[src/rtl/axis_demod_pkg.sv]
`default_nettype none
// ============================================================================
// Module      : axis_demod_pkg
// Description : Shared constants and helpers for the hard-decision demodulator.
// Revision    : 1.0 - initial release
// ============================================================================
package axis_demod_pkg;

  localparam int BPS_BPSK = 1;
  localparam int BPS_QPSK = 2;

  localparam int I_LSB    = 0;
  localparam int Q_LSB    = 16;
  localparam int SAMPLE_W = 16;

  // Byte lanes that hold at least one of the lowest nbits bits.
  function automatic logic [3:0] strb_from_bits(input logic [5:0] nbits);
    logic [3:0] strb;
    strb[0] = (nbits > 6'd0);
    strb[1] = (nbits > 6'd8);
    strb[2] = (nbits > 6'd16);
    strb[3] = (nbits > 6'd24);
    return strb;
  endfunction

endpackage
`default_nettype wire

[src/rtl/axis_demod_slicer.sv]
`default_nettype none
// ============================================================================
// Module      : axis_demod_slicer
// Description : Combinational hard-decision slicer, one complex sample to BPS bits.
// Revision    : 1.0 - initial release
// ============================================================================
module axis_demod_slicer
  import axis_demod_pkg::*;
#(
  parameter int BPS = 2
) (
  input  logic [31:0]    sample,
  output logic [BPS-1:0] symbol
);

  // Only the sign bits decide; the magnitudes are carried but not needed.
  logic w_unused_bits;
  assign w_unused_bits = ^sample;

  generate
    if (BPS == BPS_QPSK) begin : g_qpsk
      assign symbol = {sample[Q_LSB + SAMPLE_W - 1], sample[I_LSB + SAMPLE_W - 1]};
    end else begin : g_bpsk
      assign symbol = sample[I_LSB + SAMPLE_W - 1];
    end
  endgenerate

endmodule
`default_nettype wire

[src/rtl/axis_demodulator.sv]
`default_nettype none
// ============================================================================
// Module      : axis_demodulator
// Description : Slices AXI-Stream samples to BPS bits and packs them LSB-first
//               into 32-bit words, flushing partial words on tlast.
// Revision    : 1.0 - initial release
// ============================================================================
module axis_demodulator
  import axis_demod_pkg::*;
#(
  parameter int BPS        = 2,
  parameter int DATA_WIDTH = 32
) (
  input  logic        m00_axis_aclk,
  input  logic        m00_axis_aresetn,
  input  logic [31:0] s00_axis_tdata,
  input  logic [3:0]  s00_axis_tstrb,
  input  logic        s00_axis_tlast,
  input  logic        s00_axis_tvalid,
  output logic        s00_axis_tready,
  output logic [31:0] m00_axis_tdata,
  output logic [3:0]  m00_axis_tstrb,
  output logic        m00_axis_tlast,
  output logic        m00_axis_tvalid,
  input  logic        m00_axis_tready
);

  localparam int c_SYMS  = 32 / BPS;
  localparam int c_CNT_W = $clog2(c_SYMS);
  localparam logic [c_CNT_W-1:0] c_CNT_MAX = c_CNT_W'(c_SYMS - 1);

  generate
    if ((BPS != BPS_BPSK) && (BPS != BPS_QPSK)) begin : g_bad_bps
      $error("axis_demodulator: BPS must be 1 or 2");
    end
    if (DATA_WIDTH != 32) begin : g_bad_width
      $error("axis_demodulator: DATA_WIDTH must be 32");
    end
  endgenerate

  logic               w_unused_strb;
  logic [BPS-1:0]     w_symbol;
  logic               w_accept;
  logic               w_complete;
  logic [4:0]         w_pos;
  logic [5:0]         w_nbits;
  logic [31:0]        w_word;

  logic [31:0]        r_acc;
  logic [c_CNT_W-1:0] r_cnt;
  logic [31:0]        r_tdata;
  logic [3:0]         r_tstrb;
  logic               r_tlast;
  logic               r_tvalid;

  assign w_unused_strb = ^s00_axis_tstrb;

  axis_demod_slicer #(
    .BPS (BPS)
  ) u_slicer (
    .sample (s00_axis_tdata),
    .symbol (w_symbol)
  );

  assign s00_axis_tready = !r_tvalid || m00_axis_tready;
  assign w_accept        = s00_axis_tvalid && s00_axis_tready;
  assign w_complete      = w_accept && ((r_cnt == c_CNT_MAX) || s00_axis_tlast);

  // Bit position of the incoming symbol and the fill level once it lands.
  assign w_pos   = 5'(r_cnt) * 5'(BPS);
  assign w_nbits = {1'b0, w_pos} + 6'(BPS);
  assign w_word  = r_acc | (32'(w_symbol) << w_pos);

  always_ff @(posedge m00_axis_aclk or negedge m00_axis_aresetn) begin
    if (!m00_axis_aresetn) begin
      r_acc    <= '0;
      r_cnt    <= '0;
      r_tdata  <= '0;
      r_tstrb  <= '0;
      r_tlast  <= 1'b0;
      r_tvalid <= 1'b0;
    end else if (w_complete) begin
      // A completion may overwrite a word handed off on this same edge.
      r_tdata  <= w_word;
      r_tstrb  <= strb_from_bits(w_nbits);
      r_tlast  <= s00_axis_tlast;
      r_tvalid <= 1'b1;
      r_acc    <= '0;
      r_cnt    <= '0;
    end else begin
      if (m00_axis_tready) begin
        r_tvalid <= 1'b0;
      end
      if (w_accept) begin
        r_acc <= w_word;
        r_cnt <= r_cnt + 1'b1;
      end
    end
  end

  assign m00_axis_tdata  = r_tdata;
  assign m00_axis_tstrb  = r_tstrb;
  assign m00_axis_tlast  = r_tlast;
  assign m00_axis_tvalid = r_tvalid;

endmodule
`default_nettype wire

[config.mk]
export PLATFORM = sky130hd
export DESIGN_NAME = axis_demodulator
export DESIGN_NICKNAME = d
export VERILOG_FILES = /design/src/rtl/axis_demod_pkg.sv /design/src/rtl/axis_demod_slicer.sv /design/src/rtl/axis_demodulator.sv
export SDC_FILE = /design/constraint.sdc
export NUM_CORES = 1
export LEC_CHECK = 0
export BUFFER_PORTS_ARGS = -buffer_cell sky130_fd_sc_hd__clkbuf_2
export CAP_MARGIN = 10
export CORE_MARGIN = 2
export CORE_UTILIZATION = 35
export CTS_CLUSTER_SIZE = 16
export DETAILED_ROUTE_END_ITERATION = 7
export HOLD_SLACK_MARGIN = 0.12
export PLACE_DENSITY_LB_ADDON = 0.05
export SYNTH_ARGS = -nofsm -noshare
export SYNTH_HDL_FRONTEND = slang
export SYNTH_SLANG_ARGS = --single-unit
[constraint.sdc]
create_clock -name m00_axis_aclk -period 2.23 [get_ports m00_axis_aclk]
set_clock_uncertainty 0.05 [all_clocks]
set_input_delay 0.223 -clock m00_axis_aclk [delete_from_list [all_inputs] [get_ports m00_axis_aclk]]
set_output_delay 0.223 -clock m00_axis_aclk [all_outputs]
set_load 0.05 [all_outputs]
==> results of run 1 <==
## power groups by stage
stage	clock network (mW)	registers, mW	logic, mW
3_5_place_dp	0	1.63	1.12
5_1_grt	1.24	1.62	1.20
2_1_floorplan	0	2.03	0.416
3_3_place_gp	0	1.62	1.12
6_report	1.16	1.60	1.12
4_1_cts	1.20	1.60	1.13
## worst max-delay path, cell delays in order (launching register included)
cell     delay [ns]
dfrtp_1        0.54
ha_1           0.35
a31o_2         0.22
and3_4         0.37
buf_4          0.23
a21oi_1        0.08
## metal layers
metal,up-vias,track usage
met2,56,0.2632
met3,7,0.03509
met1,1422,0.2581
li1,1329,-
met4,0,0.04633
met5,-,0
## kinds of logic (layout without fill, tap and decap cells)
family | count (synthesis) | in the layout | share of synthesized area
AOI/OAI and AO/OA | 146 | 146 | 0.2677
adders and majority gates | 2 | 2 | 0.007129
buffers and inverters | 50 | 83 | 0.06881
DFF | 74 | 74 | 0.5276
and+or+nand+nor | 68 | 68 | 0.1287
## area by class of cell
type                       count  area, um^2
clock buffer                  10       137.6
clock inverter                 5       78.83
fill                         988        5674
inverter                       5       18.77
multi-input combinational    216        1419
sequential                    74        1852
tap                          133       166.4
timing repair buffer          63       427.9
## cell usage in the layout, fill, tap and decap left out, drive strengths merged, types with 3 or more instances in the layout
master  netlist  final
nor2b         5      5
clkbuf       19     54
or2           3      3
nand3         5      5
nand2         3      3
a31oi        35     35
and3          4      4
clkinv        0      3
a21oi        66     66
buf          26     18
nor2         35     35
dfrtp        74     74
and2          4      4
and3b         4      4
a41oi        33     33
inv           5      5
## path summary, 6_finish.rpt
check,depth (start not counted),end,startpoint,slack (ns)
setup / recovery,5,m00_axis_tdata[7],r_cnt[1],0.26
hold / removal,3,m00_axis_tlast,s00_axis_tlast,0.17
setup reg to reg,5,m00_axis_tdata[7],r_cnt[1],0.26
hold reg to reg,2,r_acc[17],r_acc[17],0.45
max in group asynchronous,3,m00_axis_tdata[24],m00_axis_aresetn,1.23
min in group asynchronous,2,m00_axis_tdata[28],m00_axis_aresetn,0.29
## flip-flops by register name, indices dropped and copies added, names as in the netlist
signal,flops
m00_axis_tlast,1
r_cnt,4
m00_axis_tstrb,4
r_acc,32
m00_axis_tdata,32
m00_axis_tvalid,1
## per-stage QoR
stage / power [mW] / hold slack [ns]
2_1_floorplan: 2.446 / -0.1226
3_3_place_gp: 2.741 / 0.1273
3_5_place_dp: 2.751 / 0.1288
4_1_cts: 3.927 / 0.1506
5_1_grt: 4.067 / 0.1881
6_report: 3.878 / 0.1684
==> out/results.ini, run 1 <==
[run_status]
outcome=completed

[die]
start_util=0.3591
dieHeight_um=104.1
dieArea_um2=10840
io_pins=80
core_um2=9774
fp-row-count=36
fp.dieW_um=104.1

[pwr]
p_switching_mw=1.436
switching_share=0.3702
internal-power_mw=2.442
clock_power_share=0.299
p_per_area_nw_per_um2=945.7
peakVddDrop_uv=415.0
seq_power_share=0.413
pwr-share-comb=0.288
power.leakage_nw=1.801

[layout]
num_antenna_cells=0
final_cells=506
finalInstanceArea_um2=4100
area_growth_pct=16.83
fin_nets=412
post-route-util=0.4195
drive_gt1_frac=0.2869

[synthesis]
synth_most_common_cell=dfrtp_1
synth_common_cells=dfrtp_1 (74), a21oi_1 (66), a31oi_1 (35)
yosys_warnings=0
netlist.area_leader.share=0.5276
synth_area_leader_cell=dfrtp_1
synthFlopType=dfrtp_1
synth_edf_count=0
synth-seq-cells=74
async_flop_share=1.000
synth.top_cells.by_area=dfrtp_1 (53%), a21oi_1 (9.4%), a41oi_1 (8.0%)
syn_area_um2=3510
avgSynthCellArea_um2=10.32
yosysSeqAreaShare=0.5276
synthCells=340
synth.distinct_cells=36
synth_fp_nets=383

[clocking]
path_clk_slew_ns=0.08
clk_latency_ns=0.34
cts_root_buffer=clkbuf_8
postCtsSetupBuffers=0
cts_tree=built
cts.sinks=74
cts_resized=0
cts_hold_buf=1
cts_buffers=9
h-tree-depth=3
cts_buffer_depth=2

[job]
maxCapViolations=0

[placed_design]
place_ws_ns=0.2888
gp_congestion=0.7277
port_buffers=45
dpl_cell_area_um2=3874
place_inst=490
dpl.hpwl_mm=5.506

[global_route]
grt_usage=0.1753
grt_pass1_wl_mm=15.13
antenna_found_initial=0
gr-total-overflow=0
grt_pass1_vias=2717
grt_max_degree=78

[drt]
routed.top_layer=met4
route.met3.wl_um=313
drc=0
routed_wl_mm=9.097
wl_met2_mm=4.206
drtIter0Drc=187
drt-pass1-iter-count=4
postRouteAntennaNets=0
drt-met1-wl_mm=4.510
wl_per_cell_um=17.98
vias_per_cell=5.561
num_vias=2814

[worst_setup_path]
arrival_ns=2.15
path_class=reg -> reg
crit_fanout=12
cp.required_ns=2.41
startpoint_type=flip-flop
cp-end-kind=flip-flop

[timing]
fin_setup_tns_ns=0
slew_viol_final=0
rsz0062_at_grt=false
finalCritPeriodShare=0.8844
fin_crit_ns=1.972
setup_violations=0
slew_headroom=0.6132
worst_slack_ns=0.2577
hold_violations=0
worstMarginPinSlew_ns=0.5780
fmax_mhz=507.0

[worst_hold_path]
hp-class=in -> reg

(Power assumes the default switching activity.)
==> run 2: changes to the inputs <==
--- a/config.mk
+++ b/config.mk
@@ -11,6 +11,7 @@
 export CORE_UTILIZATION = 35
 export CTS_CLUSTER_SIZE = 16
 export DETAILED_ROUTE_END_ITERATION = 7
+export GPL_TIMING_DRIVEN = 0
 export HOLD_SLACK_MARGIN = 0.12
 export PLACE_DENSITY_LB_ADDON = 0.05
 export SYNTH_ARGS = -nofsm -noshare
==> run 2 against run 1 <==
Net effect:
- flip-flop and latch count is the same
- sequential share of layout area shrank 0.52 points
- critical path depth is the same
- clock-buffer cell count shrank 1
- non-clock buffer count grew 29
- power shrank 0.84%
- clock power shrank 3%
- via count grew 3.6%
- global-route usage grew 2.3 points
- maximum frequency shrank 2.5%
- worst setup slack lost 0.050 ns
==> out/results.ini, run 2 (synthesis results as in run 1) <==
[worst_setup_path]
worst-path-buf-inv=4  ; +3
arrival_ns=1.75  ; -0.40 ns
crit_fanout=10  ; -2
reg2reg_setup_slack_ns=0.25  ; about the same
cp.depth=5  ; unchanged
cp.required_ns=1.96  ; -0.45 ns
startpoint_type=flip-flop
crit_family=buffers and inverters
r2r-end=m00_axis_tstrb[2]
crit_path_cell_trace=nand2b_1 > buf_2 > buf_4 > buf_2 > clkbuf_2
crit_end=s00_axis_tready
reg2reg_depth=5  ; unchanged
slowest_stage=dfrtp_1
cp_common_cell=buf_2
cp-end-kind=output port
path_class=reg -> out
crit_path_max_incr_delay_ns=0.39  ; -0.15 ns
timing.rr.start=r_cnt[1]
crit_start=m00_axis_tvalid

[placed_design]
dpl.hpwl_mm=6.756  ; +23%
port_buffers=45  ; unchanged
gp_congestion=0.8709  ; +20%
place_ws_ns=0.2629  ; -0.02590 ns

[layout]
area_growth_pct=18.18
most-common-layout-cells=dfrtp_1 (74), a21oi_1 (66), clkbuf_2 (44)
fillers=999  ; +1.1%
drive_gt1_frac=0.2687  ; -0.01821
num_antenna_cells=0  ; unchanged
final_common_cell=dfrtp_1
fin_nets=441  ; +7.0%

[global_route]
grt_pass1_wl_mm=16.71  ; +10%
grtUsageMet1=0.2831  ; +0.02500
grt_busiest_layer=met2
met2_usage=0.3172  ; +0.05404
grt_max_degree=53  ; -32%
met3_usage=0.02444  ; -0.01065
antenna_found_initial=0  ; unchanged
grt_pass1_vias=2987  ; +9.9%
grt_usage=0.1988  ; +0.02347
gr-total-overflow=0  ; unchanged

[run_status]
outcome=completed

[clocking]
cts_buffers=9  ; unchanged
cts_buffer_depth=2  ; unchanged
cts_resized=0  ; unchanged
cts.sinks=74  ; unchanged
cts_tree=built
h-tree-depth=3  ; unchanged
cts_root_buffer=clkbuf_8
path_clk_slew_ns=0.08  ; about the same
clk_latency_ns=0.34  ; about the same

[die]
io_pins=80  ; unchanged
dieHeight_um=104.1  ; unchanged
start_util=0.3591  ; unchanged
fp-row-count=36  ; unchanged
core_um2=9774  ; unchanged
fp.dieW_um=104.1  ; unchanged
dieArea_um2=10840  ; unchanged

[timing]
fin_crit_ns=2.023  ; +0.05031 ns
rsz0062_at_grt=false
worstMarginPinSlew_ns=0.8231  ; +0.2450 ns
fmax_mhz=494.4  ; -2.5%
worst_slack_ns=0.2074  ; -0.05031 ns
hold_violations=0  ; unchanged
slew_headroom=0.4489  ; -0.1643
setup_violations=0  ; unchanged
slew_viol_final=0  ; unchanged
fin_setup_tns_ns=0  ; unchanged
finalCritPeriodShare=0.9070  ; +0.02256

[pwr]
power.leakage_nw=1.823  ; +1.2%
power_mw=3.845  ; -0.84%
p_per_area_nw_per_um2=927.0  ; -2.0%
peakVddDrop_uv=359.0  ; -14%

[worst_hold_path]
hp-class=in -> reg
min_path_cells=3  ; unchanged

[drt]
drc=0  ; unchanged
routed_wl_mm=10.01  ; +10%
wl_per_cell_um=18.71  ; +4.1%
vias_per_cell=5.449  ; -2.0%
drtIter0Drc=158  ; -16%
num_vias=2915  ; +3.6%
drt-pass1-iter-count=4  ; unchanged
postRouteAntennaNets=0  ; unchanged

[job]
maxCapViolations=0  ; unchanged

run 2: cell count changes in the layout (fill, tap and decap cells not counted), moves of 3 or more:
cell / delta
buf_1: +8
buf_12: -5
buf_2: +13
buf_4: -12
buf_6: +3
clkbuf_1: +19
run 2: timing repair:
| item | in CTS | in global routing |
|---|---|---|
| endpoints found under the hold margin | 22 | 0 |
| buffers inserted | 0 | 0 |
| endpoints found under the setup margin | 0 | 0 |
| hold buffers | 1 | 0 |
run 2: layer usage:
metal / wire, um / vias up / share of wire
li1: - / 1384 / -
met1: 4619 / 1457 / 0.46
met2: 4844 / 64 / 0.48
met3: 426 / 10 / 0.043
met4: 118 / 0 / 0.012
met5: 0 / - / 0
run 2: metrics by stage:
step	std cells	instance area (um^2)	utilization	hold slack (ns)
6_report	535	4148	0.4243	0.1765
3_3_place_gp	518	3901	0.3991	0.4295
4_1_cts	535	4148	0.4243	0.1709
3_5_place_dp	519	3931	0.4022	0.1327
5_1_grt	535	4148	0.4243	0.2308
2_1_floorplan	340	3510	-	-0.1226
run 2: layout make-up:
cell class                      count  area, um^2  area share
Sequential cell                    74        1852      0.4465
Multi-Input combinational cell    216        1416      0.3415
Timing Repair Buffer               47       265.3     0.06395
Buffer                             45       222.7     0.05370
Tap cell                          133       166.4     0.04012
Clock buffer                        9       123.9     0.02986
Clock inverter                      6       82.58     0.01991
Inverter                            5       18.77    0.004525
run 2: where the power goes:
part / switching, mW / leakage (nW) / internal, mW / total, mW
clock: 0.502 / 0.105 / 0.618 / 1.12
combinational: 0.853 / 0.771 / 0.284 / 1.14
sequential: 0.0903 / 0.948 / 1.50 / 1.59
run 2: worst min path at each step:
stage,from,end,slack [ns]
floorplan,m00_axis_aresetn,m00_axis_tdata[0],-0.12
global placement,r_acc[9],r_acc[9],0.43
detailed placement,m00_axis_aresetn,m00_axis_tdata[28],0.13
CTS,s00_axis_tlast,m00_axis_tlast,0.17
global route,s00_axis_tlast,m00_axis_tlast,0.23
finish,s00_axis_tlast,m00_axis_tlast,0.18
run 2: worst reg2reg max path, cell delays in order (launching register included):
cell      delay, ns
dfrtp_1        0.42
ha_1           0.31
a31o_2         0.26
clkbuf_1       0.44
a31oi_1        0.17
a31o_2         0.23
==> run 3: changes to the inputs <==
--- a/config.mk
+++ b/config.mk
@@ -7,13 +7,12 @@
 export LEC_CHECK = 0
 export BUFFER_PORTS_ARGS = -buffer_cell sky130_fd_sc_hd__clkbuf_2
 export CAP_MARGIN = 10
-export CORE_MARGIN = 2
 export CORE_UTILIZATION = 35
 export CTS_CLUSTER_SIZE = 16
 export DETAILED_ROUTE_END_ITERATION = 7
+export GPL_ROUTABILITY_DRIVEN = 0
 export GPL_TIMING_DRIVEN = 0
 export HOLD_SLACK_MARGIN = 0.12
-export PLACE_DENSITY_LB_ADDON = 0.05
 export SYNTH_ARGS = -nofsm -noshare
 export SYNTH_HDL_FRONTEND = slang
 export SYNTH_SLANG_ARGS = --single-unit
==> run 3 against run 2 <==
Net effect:
- the flow now finishes with violations (design-rule violations)
- cell count unchanged
- die area fell by 3.8%
- clock-buffer cell count up 1
- via count grew 1.1%
- worst setup slack better by 0.018 ns
- critical path depth did not move
- worst hold slack worse by 0.0041 ns
- power rose by 0.42%
- final area rose by 0.24%
- sequential share of layout area down 0.11 points
- global-route usage is 0.51 points lower
- critical path type unchanged
- largest cell class unchanged
- highest routed layer unchanged
==> out/results.ini, run 3 (synthesis results as in run 1) <==
[timing]
worst_slack_ns=0.2251  ; +0.01763 ns
rsz0062_at_grt=false
worstMarginPinSlew_ns=0.7476  ; -0.07543 ns
whs_ns=0.1724  ; -0.004083 ns
fin_crit_ns=2.005  ; -0.01763 ns
finalCritPeriodShare=0.8991  ; -0.007907
setup_violations=0  ; unchanged
slew_headroom=0.4994  ; +0.05051
fin_setup_tns_ns=0  ; unchanged
fmax_mhz=498.8  ; +0.88%
hold_violations=0  ; unchanged
slew_viol_final=0  ; unchanged

[global_route]
grt_max_degree=57  ; +7.5%
antenna_found_initial=0  ; unchanged
gr-total-overflow=0  ; unchanged
grt_pass1_vias=2846  ; -4.7%
grt_usage=0.1936  ; -0.005135
grt_pass1_wl_mm=15.13  ; -9.5%

[clocking]
cts_root_buffer=clkbuf_8
cts_resized=0  ; unchanged
clk_latency_ns=0.35  ; about the same
cts_tree=built
h-tree-depth=3  ; unchanged
path_clk_slew_ns=0.07  ; about the same
cts_buffers=9  ; unchanged
cts_buffer_depth=2  ; unchanged
cts.sinks=74  ; unchanged
postCtsSetupBuffers=0  ; unchanged

[die]
dieHeight_um=102.1  ; -1.9%
fp-row-count=36  ; unchanged
fp.dieW_um=102.1  ; -1.9%
core_um2=9729  ; -0.46%
dieArea_um2=10430  ; -3.8%
io_pins=80  ; unchanged
start_util=0.3607  ; +0.001662

[job]
maxCapViolations=0  ; unchanged

[run_status]
outcome=finished, violations left
violations=design-rule violations

[drt]
postRouteAntennaNets=0  ; unchanged
vias_per_cell=5.510  ; +1.1%
drtIter0Drc=213  ; +35%
num_vias=2948  ; +1.1%
routed_wl_mm=9.180  ; -8.3%
drc=1  ; +1
drt-pass1-iter-count=6  ; +2
wl_per_cell_um=17.16  ; -8.3%

[pwr]
p_per_area_nw_per_um2=928.7  ; +0.18%
peakVddDrop_uv=375.0  ; +4.5%
power.leakage_nw=1.831  ; +0.40%

[placed_design]
port_buffers=45  ; unchanged
place_inst=519  ; unchanged
place_ws_ns=0.2634  ; +0.0005510 ns
dpl.hpwl_mm=6.313  ; -6.6%

[layout]
most-common-layout-cells=dfrtp_1 (74), a21oi_1 (66), clkbuf_2 (44)
num_antenna_cells=0  ; unchanged
final_cells=535  ; unchanged
fin_nets=441  ; unchanged
final_common_cell=dfrtp_1
area_growth_pct=18.47
drive_gt1_frac=0.2687  ; unchanged

[worst_setup_path]
startpoint_type=flip-flop
crit_fanout=10  ; unchanged
cp-end-kind=output port
path_class=reg -> out
cp.required_ns=1.96  ; about the same
arrival_ns=1.73  ; -0.02 ns

[worst_hold_path]
hp-class=in -> reg

## run 3: changes by cell type in the layout (fill, tap and decap cells not counted), sizes merged
cell / change
clkbuf: +1
clkinvlp: -1
## run 3: area by class of cell
class	instances	area (um^2)
buffer	45	222.7
clock buffer	10	137.6
clock inverter	5	78.83
fill	979	5572
inverter	5	18.77
multi-input combinational	216	1416
sequential	74	1852
tap	133	166.4
timing repair buffer	47	265.3
## run 3: final timing paths
kind                             startpoint           endpoint  slack, ns  cells after the start
max                         m00_axis_tvalid    s00_axis_tready       0.23                      5
min                          s00_axis_tlast     m00_axis_tlast       0.17                      3
max reg2reg                        r_cnt[1]  m00_axis_tstrb[2]       0.24                      5
min reg2reg                       r_acc[16]          r_acc[16]       0.45                      2
max in group asynchronous  m00_axis_aresetn           r_cnt[3]       1.28                      3
min in group asynchronous  m00_axis_aresetn    m00_axis_tvalid       0.28                      2
## run 3: timing repair
| action | 4_1_cts | 5_1_grt |
|---|---|---|
| hold buffers | 1 | 0 |
| setup endpoints to repair | 0 | 0 |
| endpoints found under the hold margin | 74 | 0 |
## run 3: report_power, final
group | total [mW] | internal (mW) | switching (mW)
sequential | 1.60 | 1.50 | 0.0987
combinational | 1.12 | 0.283 | 0.842
clock | 1.14 | 0.652 | 0.487
total | 3.86 | 2.43 | 1.43
## run 3: critical path, cell delays in order, from the launching register on
cell,delay (ns)
dfrtp_1,0.38
nand2b_1,0.07
buf_2,0.16
buf_4,0.20
buf_2,0.26
clkbuf_2,0.32
## run 3: through the flow
stage | power [mW] | instance area (um^2) | util
2_1_floorplan | 2.446 | 3510 | -
3_3_place_gp | 2.735 | 3901 | 0.4010
3_5_place_dp | 2.753 | 3931 | 0.4041
4_1_cts | 3.898 | 4158 | 0.4273
5_1_grt | 4.065 | 4158 | 0.4273
6_report | 3.861 | 4158 | 0.4273
## run 3: metal layers
layer,vias to the layer above,global-route usage,share of wire
met2,79,0.3108,0.48
met4,0,0.06813,0.018
met5,-,0,0
met3,14,0.02189,0.045
met1,1469,0.2713,0.46
li1,1386,-,-
